## src/rtl/adc_arb_pkg.sv

```systemverilog
// Shared types and defaults for the ADC arbiter.
//   state_e          : arbiter FSM states
//   DW_DEFAULT       : default width of ADC data/length
//   TIMEOUT_DEFAULT  : default cycle budget for REQ / WAIT_LOW
package adc_arb_pkg;

  typedef enum logic [1:0] {
    IDLE     = 2'd0,
    REQ      = 2'd1,
    WAIT_LOW = 2'd2
  } state_e;

  localparam int DW_DEFAULT      = 8;
  localparam int TIMEOUT_DEFAULT = 64;

endpackage

```

## src/rtl/rr_arbiter.sv

```systemverilog
// Combinational round-robin picker.
//   req   : N_REQ request bits
//   ptr   : highest-priority index for this pick
//   valid : any request present
//   idx   : first set request found searching ptr, ptr+1, ... mod N_REQ
module rr_arbiter #(
  parameter int N_REQ = 4,
  parameter int IW    = $clog2(N_REQ)
) (
  input  logic [N_REQ-1:0] req,
  input  logic [IW-1:0]    ptr,
  output logic             valid,
  output logic [IW-1:0]    idx
);

  int k;

  // Walk offsets from farthest to nearest so the closest set bit to ptr
  // is the last (winning) assignment.
  always_comb begin
    valid = |req;
    idx   = '0;
    k     = 0;
    for (int i = N_REQ - 1; i >= 0; i--) begin
      k = int'(ptr) + i;
      if (k >= N_REQ) k = k - N_REQ;
      if (req[k]) idx = IW'(k);
    end
  end

endmodule

```

## src/rtl/adc_arbiter.sv

```systemverilog
// Round-robin arbiter sharing one ADC conversion port between N_REQ
// requesters. Runs a 4-phase req/rdy handshake toward the ADC for the
// grantee, registers the returned dat/len and pulses a per-requester
// ready (or error on timeout).
//   clk, rst        : clock, asynchronous active-high reset
//   req_i           : per-requester level requests
//   rdy_o / err_o   : one-cycle completion / abort pulses per requester
//   dat_o / len_o   : last successfully captured ADC result
//   gnt_o           : current or last grantee index
//   busy_o          : FSM not idle
//   adc_req         : request toward ADC
//   adc_rdy/dat/len : ADC acknowledge and result
module adc_arbiter
  import adc_arb_pkg::*;
#(
  parameter int N_REQ   = 4,
  parameter int DW      = DW_DEFAULT,
  parameter int TIMEOUT = TIMEOUT_DEFAULT
) (
  input  logic                     clk,
  input  logic                     rst,
  input  logic [N_REQ-1:0]         req_i,
  output logic [N_REQ-1:0]         rdy_o,
  output logic [N_REQ-1:0]         err_o,
  output logic [DW-1:0]            dat_o,
  output logic [DW-1:0]            len_o,
  output logic [$clog2(N_REQ)-1:0] gnt_o,
  output logic                     busy_o,
  output logic                     adc_req,
  input  logic                     adc_rdy,
  input  logic [DW-1:0]            adc_dat,
  input  logic [DW-1:0]            adc_len
);

  localparam int GW = $clog2(N_REQ);
  localparam int TW = $clog2(TIMEOUT);
  localparam logic [TW-1:0] TCNT_LAST = TW'(TIMEOUT - 1);
  localparam logic [GW-1:0] GNT_LAST  = GW'(N_REQ - 1);

  state_e            state_q, state_d;
  logic [GW-1:0]     ptr_q, ptr_d;
  logic [GW-1:0]     gnt_q, gnt_d;
  logic [TW-1:0]     tcnt_q, tcnt_d;
  logic              adc_req_q, adc_req_d;
  logic              busy_q, busy_d;
  logic [N_REQ-1:0]  rdy_q, rdy_d;
  logic [N_REQ-1:0]  err_q, err_d;
  logic [DW-1:0]     dat_q, dat_d;
  logic [DW-1:0]     len_q, len_d;

  logic              arb_valid;
  logic [GW-1:0]     arb_idx;
  logic [GW-1:0]     gnt_next;

  rr_arbiter #(
    .N_REQ (N_REQ),
    .IW    (GW)
  ) u_rr (
    .req   (req_i),
    .ptr   (ptr_q),
    .valid (arb_valid),
    .idx   (arb_idx)
  );

  // Pointer moves just past the grantee so it becomes lowest priority.
  assign gnt_next = (gnt_q == GNT_LAST) ? '0 : gnt_q + GW'(1);

  always_comb begin
    state_d   = state_q;
    ptr_d     = ptr_q;
    gnt_d     = gnt_q;
    tcnt_d    = tcnt_q;
    adc_req_d = adc_req_q;
    rdy_d     = '0;
    err_d     = '0;
    dat_d     = dat_q;
    len_d     = len_q;

    case (state_q)
      IDLE: begin
        if (arb_valid) begin
          gnt_d     = arb_idx;
          adc_req_d = 1'b1;
          tcnt_d    = '0;
          state_d   = REQ;
        end
      end
      REQ: begin
        // adc_rdy takes precedence over an expiring timeout.
        if (adc_rdy) begin
          dat_d         = adc_dat;
          len_d         = adc_len;
          rdy_d[gnt_q]  = 1'b1;
          adc_req_d     = 1'b0;
          ptr_d         = gnt_next;
          tcnt_d        = '0;
          state_d       = WAIT_LOW;
        end else if (tcnt_q == TCNT_LAST) begin
          err_d[gnt_q]  = 1'b1;
          adc_req_d     = 1'b0;
          ptr_d         = gnt_next;
          tcnt_d        = '0;
          state_d       = WAIT_LOW;
        end else begin
          tcnt_d = tcnt_q + TW'(1);
        end
      end
      WAIT_LOW: begin
        // A stuck-high ADC is abandoned silently once the budget runs out.
        if (!adc_rdy || tcnt_q == TCNT_LAST) begin
          state_d = IDLE;
        end else begin
          tcnt_d = tcnt_q + TW'(1);
        end
      end
      default: begin
        state_d   = IDLE;
        adc_req_d = 1'b0;
      end
    endcase

    busy_d = (state_d != IDLE);
  end

  always_ff @(posedge clk or posedge rst) begin
    if (rst) begin
      state_q   <= IDLE;
      ptr_q     <= '0;
      gnt_q     <= '0;
      tcnt_q    <= '0;
      adc_req_q <= 1'b0;
      busy_q    <= 1'b0;
      rdy_q     <= '0;
      err_q     <= '0;
      dat_q     <= '0;
      len_q     <= '0;
    end else begin
      state_q   <= state_d;
      ptr_q     <= ptr_d;
      gnt_q     <= gnt_d;
      tcnt_q    <= tcnt_d;
      adc_req_q <= adc_req_d;
      busy_q    <= busy_d;
      rdy_q     <= rdy_d;
      err_q     <= err_d;
      dat_q     <= dat_d;
      len_q     <= len_d;
    end
  end

  assign rdy_o   = rdy_q;
  assign err_o   = err_q;
  assign dat_o   = dat_q;
  assign len_o   = len_q;
  assign gnt_o   = gnt_q;
  assign busy_o  = busy_q;
  assign adc_req = adc_req_q;

endmodule

```

## config.mk

```make
export PLATFORM = sky130hd
export DESIGN_NAME = adc_arbiter
export DESIGN_NICKNAME = d
export VERILOG_FILES = /design/src/rtl/adc_arb_pkg.sv /design/src/rtl/rr_arbiter.sv /design/src/rtl/adc_arbiter.sv
export SDC_FILE = /design/constraint.sdc
export NUM_CORES = 1
export LEC_CHECK = 0
export ABC_AREA = 0
export BUFFER_PORTS_ARGS = -buffer_cell sky130_fd_sc_hd__buf_2
export CAP_MARGIN = 5
export CORE_MARGIN = 5
export CORE_UTILIZATION = 51
export DETAILED_ROUTE_END_ITERATION = 7
export PLACE_DENSITY = 0.78
export SETUP_SLACK_MARGIN = 0.15
export SLEW_MARGIN = 20
export SYNTH_ARGS = -nofsm -noshare
export SYNTH_HDL_FRONTEND = slang
export SYNTH_SLANG_ARGS = --single-unit
```

## constraint.sdc

```tcl
create_clock -name clk -period 1.9 [get_ports clk]
set_input_delay 0.19 -clock clk [delete_from_list [all_inputs] [get_ports clk]]
set_output_delay 0.19 -clock clk [all_outputs]
set_load 0.02 [all_outputs]
```

==> results.md <==
* Outcome: complete, no violations
* Worst-Skew Late Latency at 0.34 ns
* Adder-Cell Fraction of Synth Area at 6.148%
* Post-Syn Nets at about 180
* CTS H-Tree Depth at 2
* GPL Wtd Cong at slightly below 0.9
* Max IR drop VDD at 527.3 uV
* Cell variety after synth at 38
* Chip height at 69.93 um
* Initial antenna violation count at 0
* Final setup viols at 0
* Reg2reg path depth at 5
* Total CTS buffers at 5
* Register area share after synthesis at around 52%
* Max Root-Sink Buffers at 2
* Syn_area_per_cell at approximately 12 um^2
* Top cell type's share of synthesized area at ~52%
* Crit Path Max Fanout at 10
* DR pass1 iterations at 4
* Crit path largest cell delay at 0.46 ns
* Post-Synth Simple-Gate Area at 13.66%
* Fmax at ~590 MHz
* Hpwl dp at ~2.9 mm
* DR WL/cell at around 15 um
* Vias per Instance at 5.380
* HP Class: primary input to register
* Worst path cell trace: inv_2 -> ha_4 -> a221oi_4 -> a21boi_0 -> a41o_1
* Worst Max-Slew Pin Slew at around 0.47 ns
* Post-Route WL at 3.954 mm
* FF-to-FF setup slack at 0.20 ns
* Post-synthesis mux area share at 12.70%
* Initial core utilization at between 50% and 60%
* Final hold vios at 0
* Residual DRC count at 0
* Post-Synth XOR/XNOR Area at 0%
* Largest cells by area after synthesis: dfrtp_1 52%, mux2_2 11%, ha_1 6.1%
* Core box area at 3416 um^2
* Synth area leader: dfrtp_1
* Worst rel slew slack at 68.88%
* Yosys warns at 0
* Post-Syn Area at between 1500 and 2000 um^2
* Crit path DAT at 1.93 ns
* Number of global-route vias before repair at 1444
* Sum Neg Setup Slack at 0 ns
* Main combinational cell family by area after synthesis: simple AND/OR/NAND/NOR gates
* Worst path slowest cell: a221oi_4
* Die width at around 70 um
* CTS clk-pin slew, worst paths at 0.11 ns
* RSZ-0062 raised after global routing: true
* 1st-iter DRT viols at 57
* CP endpoint kind: register
* Buffers on Ports at 50
* Max Cap Viol at 0
* Most frequent cells after synthesis: 38 x dfrtp_1, 18 x mux2_2, 10 x nand2_1, 9 x ha_1
* DP Worst Slack at 0.06135 ns
* Power per Cell Area at 1452 nW/um^2
* Layout cells sized above 1 at 45.62%
* Pleak at 0.001146 uW
* Syn Inst Count at about 150
* # placed instances at about 250
* Min Tclk post-route at 1.697 ns
* FFs w/ async S/R, synth at between 90% and 100%
* Largest net degree at the start of global routing at 39
* Via Count at 1415
* Required time worst endpoint at 2.13 ns
* Skew final at 0.01496 ns
* Area of the multi-input gates at 855.8 um^2
* Global-route wire length before repair at between 6 and 7 mm
* Fillers at 262
* Post-synth EDFFs at 0
* Tot GR Track Use at 16.76%
* Final worst-path cycle share at between 80% and 90%
* Final ANT Viol Nets at 0
* Gr ovfl total at 0
* Diodes inserted at 0
* Area Overhead vs Synth at 25.41%
* Max-slew violation count at 0
* I/O pin cnt at 51
* Number of synthesized register bits at 38
* Top FF cell, synth: dfrtp_1
* FF/Latch Area at 952.2 um^2
* Root Driver: clkbuf_4
* Clk sinks at 38
* Final cell count without fillers at approximately 260
* Most common cell in the netlist: dfrtp_1
* CTS tree: done
* Rows at 21
* Hold Path Stages at 2
* Die Footprint at a little under 5000 um^2
* Crit path kind: register to register
* Area fraction in compound gates after synthesis at 12.70%
* Total Nets Final at 250
* CP startpoint kind: register
* Final worst setup slack at 0.2032 ns
-- power breakdown --
group / leakage [uW] / internal, uW / switching, uW
sequential: 0.000478 / 1090 / 176
combinational: 0.000638 / 749 / 913
clock: 0.0000302 / 167 / 235
-- worst paths after layout --
kind | from | to
worst max-delay path | state_q[0] | tcnt_q[1]
worst min-delay path | adc_dat[0] | dat_o[0]
worst max register to register | state_q[0] | tcnt_q[1]
worst min register to register | dat_o[7] | dat_o[7]
max in group asynchronous | rst | state_q[1]
min in group asynchronous | rst | dat_o[0]
-- metal layers --
metal | global-route usage (%) | up-vias | wire (um)
met3 | 4.017 | 8 | 243
met4 | 8.936 | 0 | 68
met2 | 28.02 | 47 | 2043
li1 | - | 683 | -
met1 | 19.83 | 677 | 1599
met5 | 0 | - | 0
-- stage by stage --
| step | instance area [um^2] | total power [uW] | utilization, % | hold slack [ns] |
|---|---|---|---|---|
| 2_1_floorplan | 1832 | 2340 | - | 0.3406 |
| 3_3_place_gp | 2170 | 2780 | 63.52 | 0.3107 |
| 3_5_place_dp | 2170 | 2844 | 63.52 | 0.3267 |
| 4_1_cts | 2257 | 3285 | 66.08 | 0.07087 |
| 5_1_grt | 2297 | 3570 | 67.25 | 0.07568 |
| 6_report | 2297 | 3336 | 67.25 | 0.07307 |
-- layout make-up --
| cell class | count | area share, % |
|---|---|---|
| sequential | 38 | 41.45 |
| inverter | 8 | 1.307 |
| tap | 46 | 2.505 |
| multi-input combinational | 102 | 37.25 |
| clock buffer | 6 | 2.233 |
| timing repair buffer | 63 | 15.25 |
-- registers in the layout (all words and copies together) (netlist names), 2 cells and up --
name     count
gnt_o        2
rdy_o        4
len_o        8
ptr_q        2
state_q      2
tcnt_q       6
err_o        4
dat_o        8
-- kinds of logic (layout without fill, tap and decap cells) --
kind of cell	after synthesis	in the layout
fa+ha+maj	9	9
buf+inv	12	77
simple gates	43	43
flops	38	38
mux	21	21
compound gates	29	29
-- cell usage in the layout (no fill, tap or decap), types with 2 or more instances in the layout --
cell type,netlist,final
o211ai_1,3,3
mux2i_1,3,3
nor2_1,6,6
dfrtp_1,38,37
mux2_2,18,18
o21ai_0,3,2
or3_1,2,2
o21a_1,2,2
a21oi_1,3,3
nand3_1,6,6
o2bb2ai_1,3,3
o21ai_1,2,2
inv_1,8,7
nand2_1,10,10
ha_1,9,7
buf_4,1,12
and3_1,8,8
buf_2,3,50
nand2b_1,3,3
clkbuf_4,0,5
nand4b_1,2,2
-- what timing repair did --
action / 4_1_cts / 5_1_grt
pin swaps: 0 / 2
resized for setup: 4 / 6
buffers inserted: 1 / 4
hold buffers: 1 / 0
setup endpoints to repair: 8 / 26
hold endpoints to repair: 38 / 0
-- critical path: cells and delay by family (launching register included) --
family,cells,cell delay (ns)
adders and majority gates,1,0.21
buffers and inverters,1,0.09
AOI/OAI and AO/OA,3,0.87
DFF,1,0.42
Power figures use the tool's default switching activity.
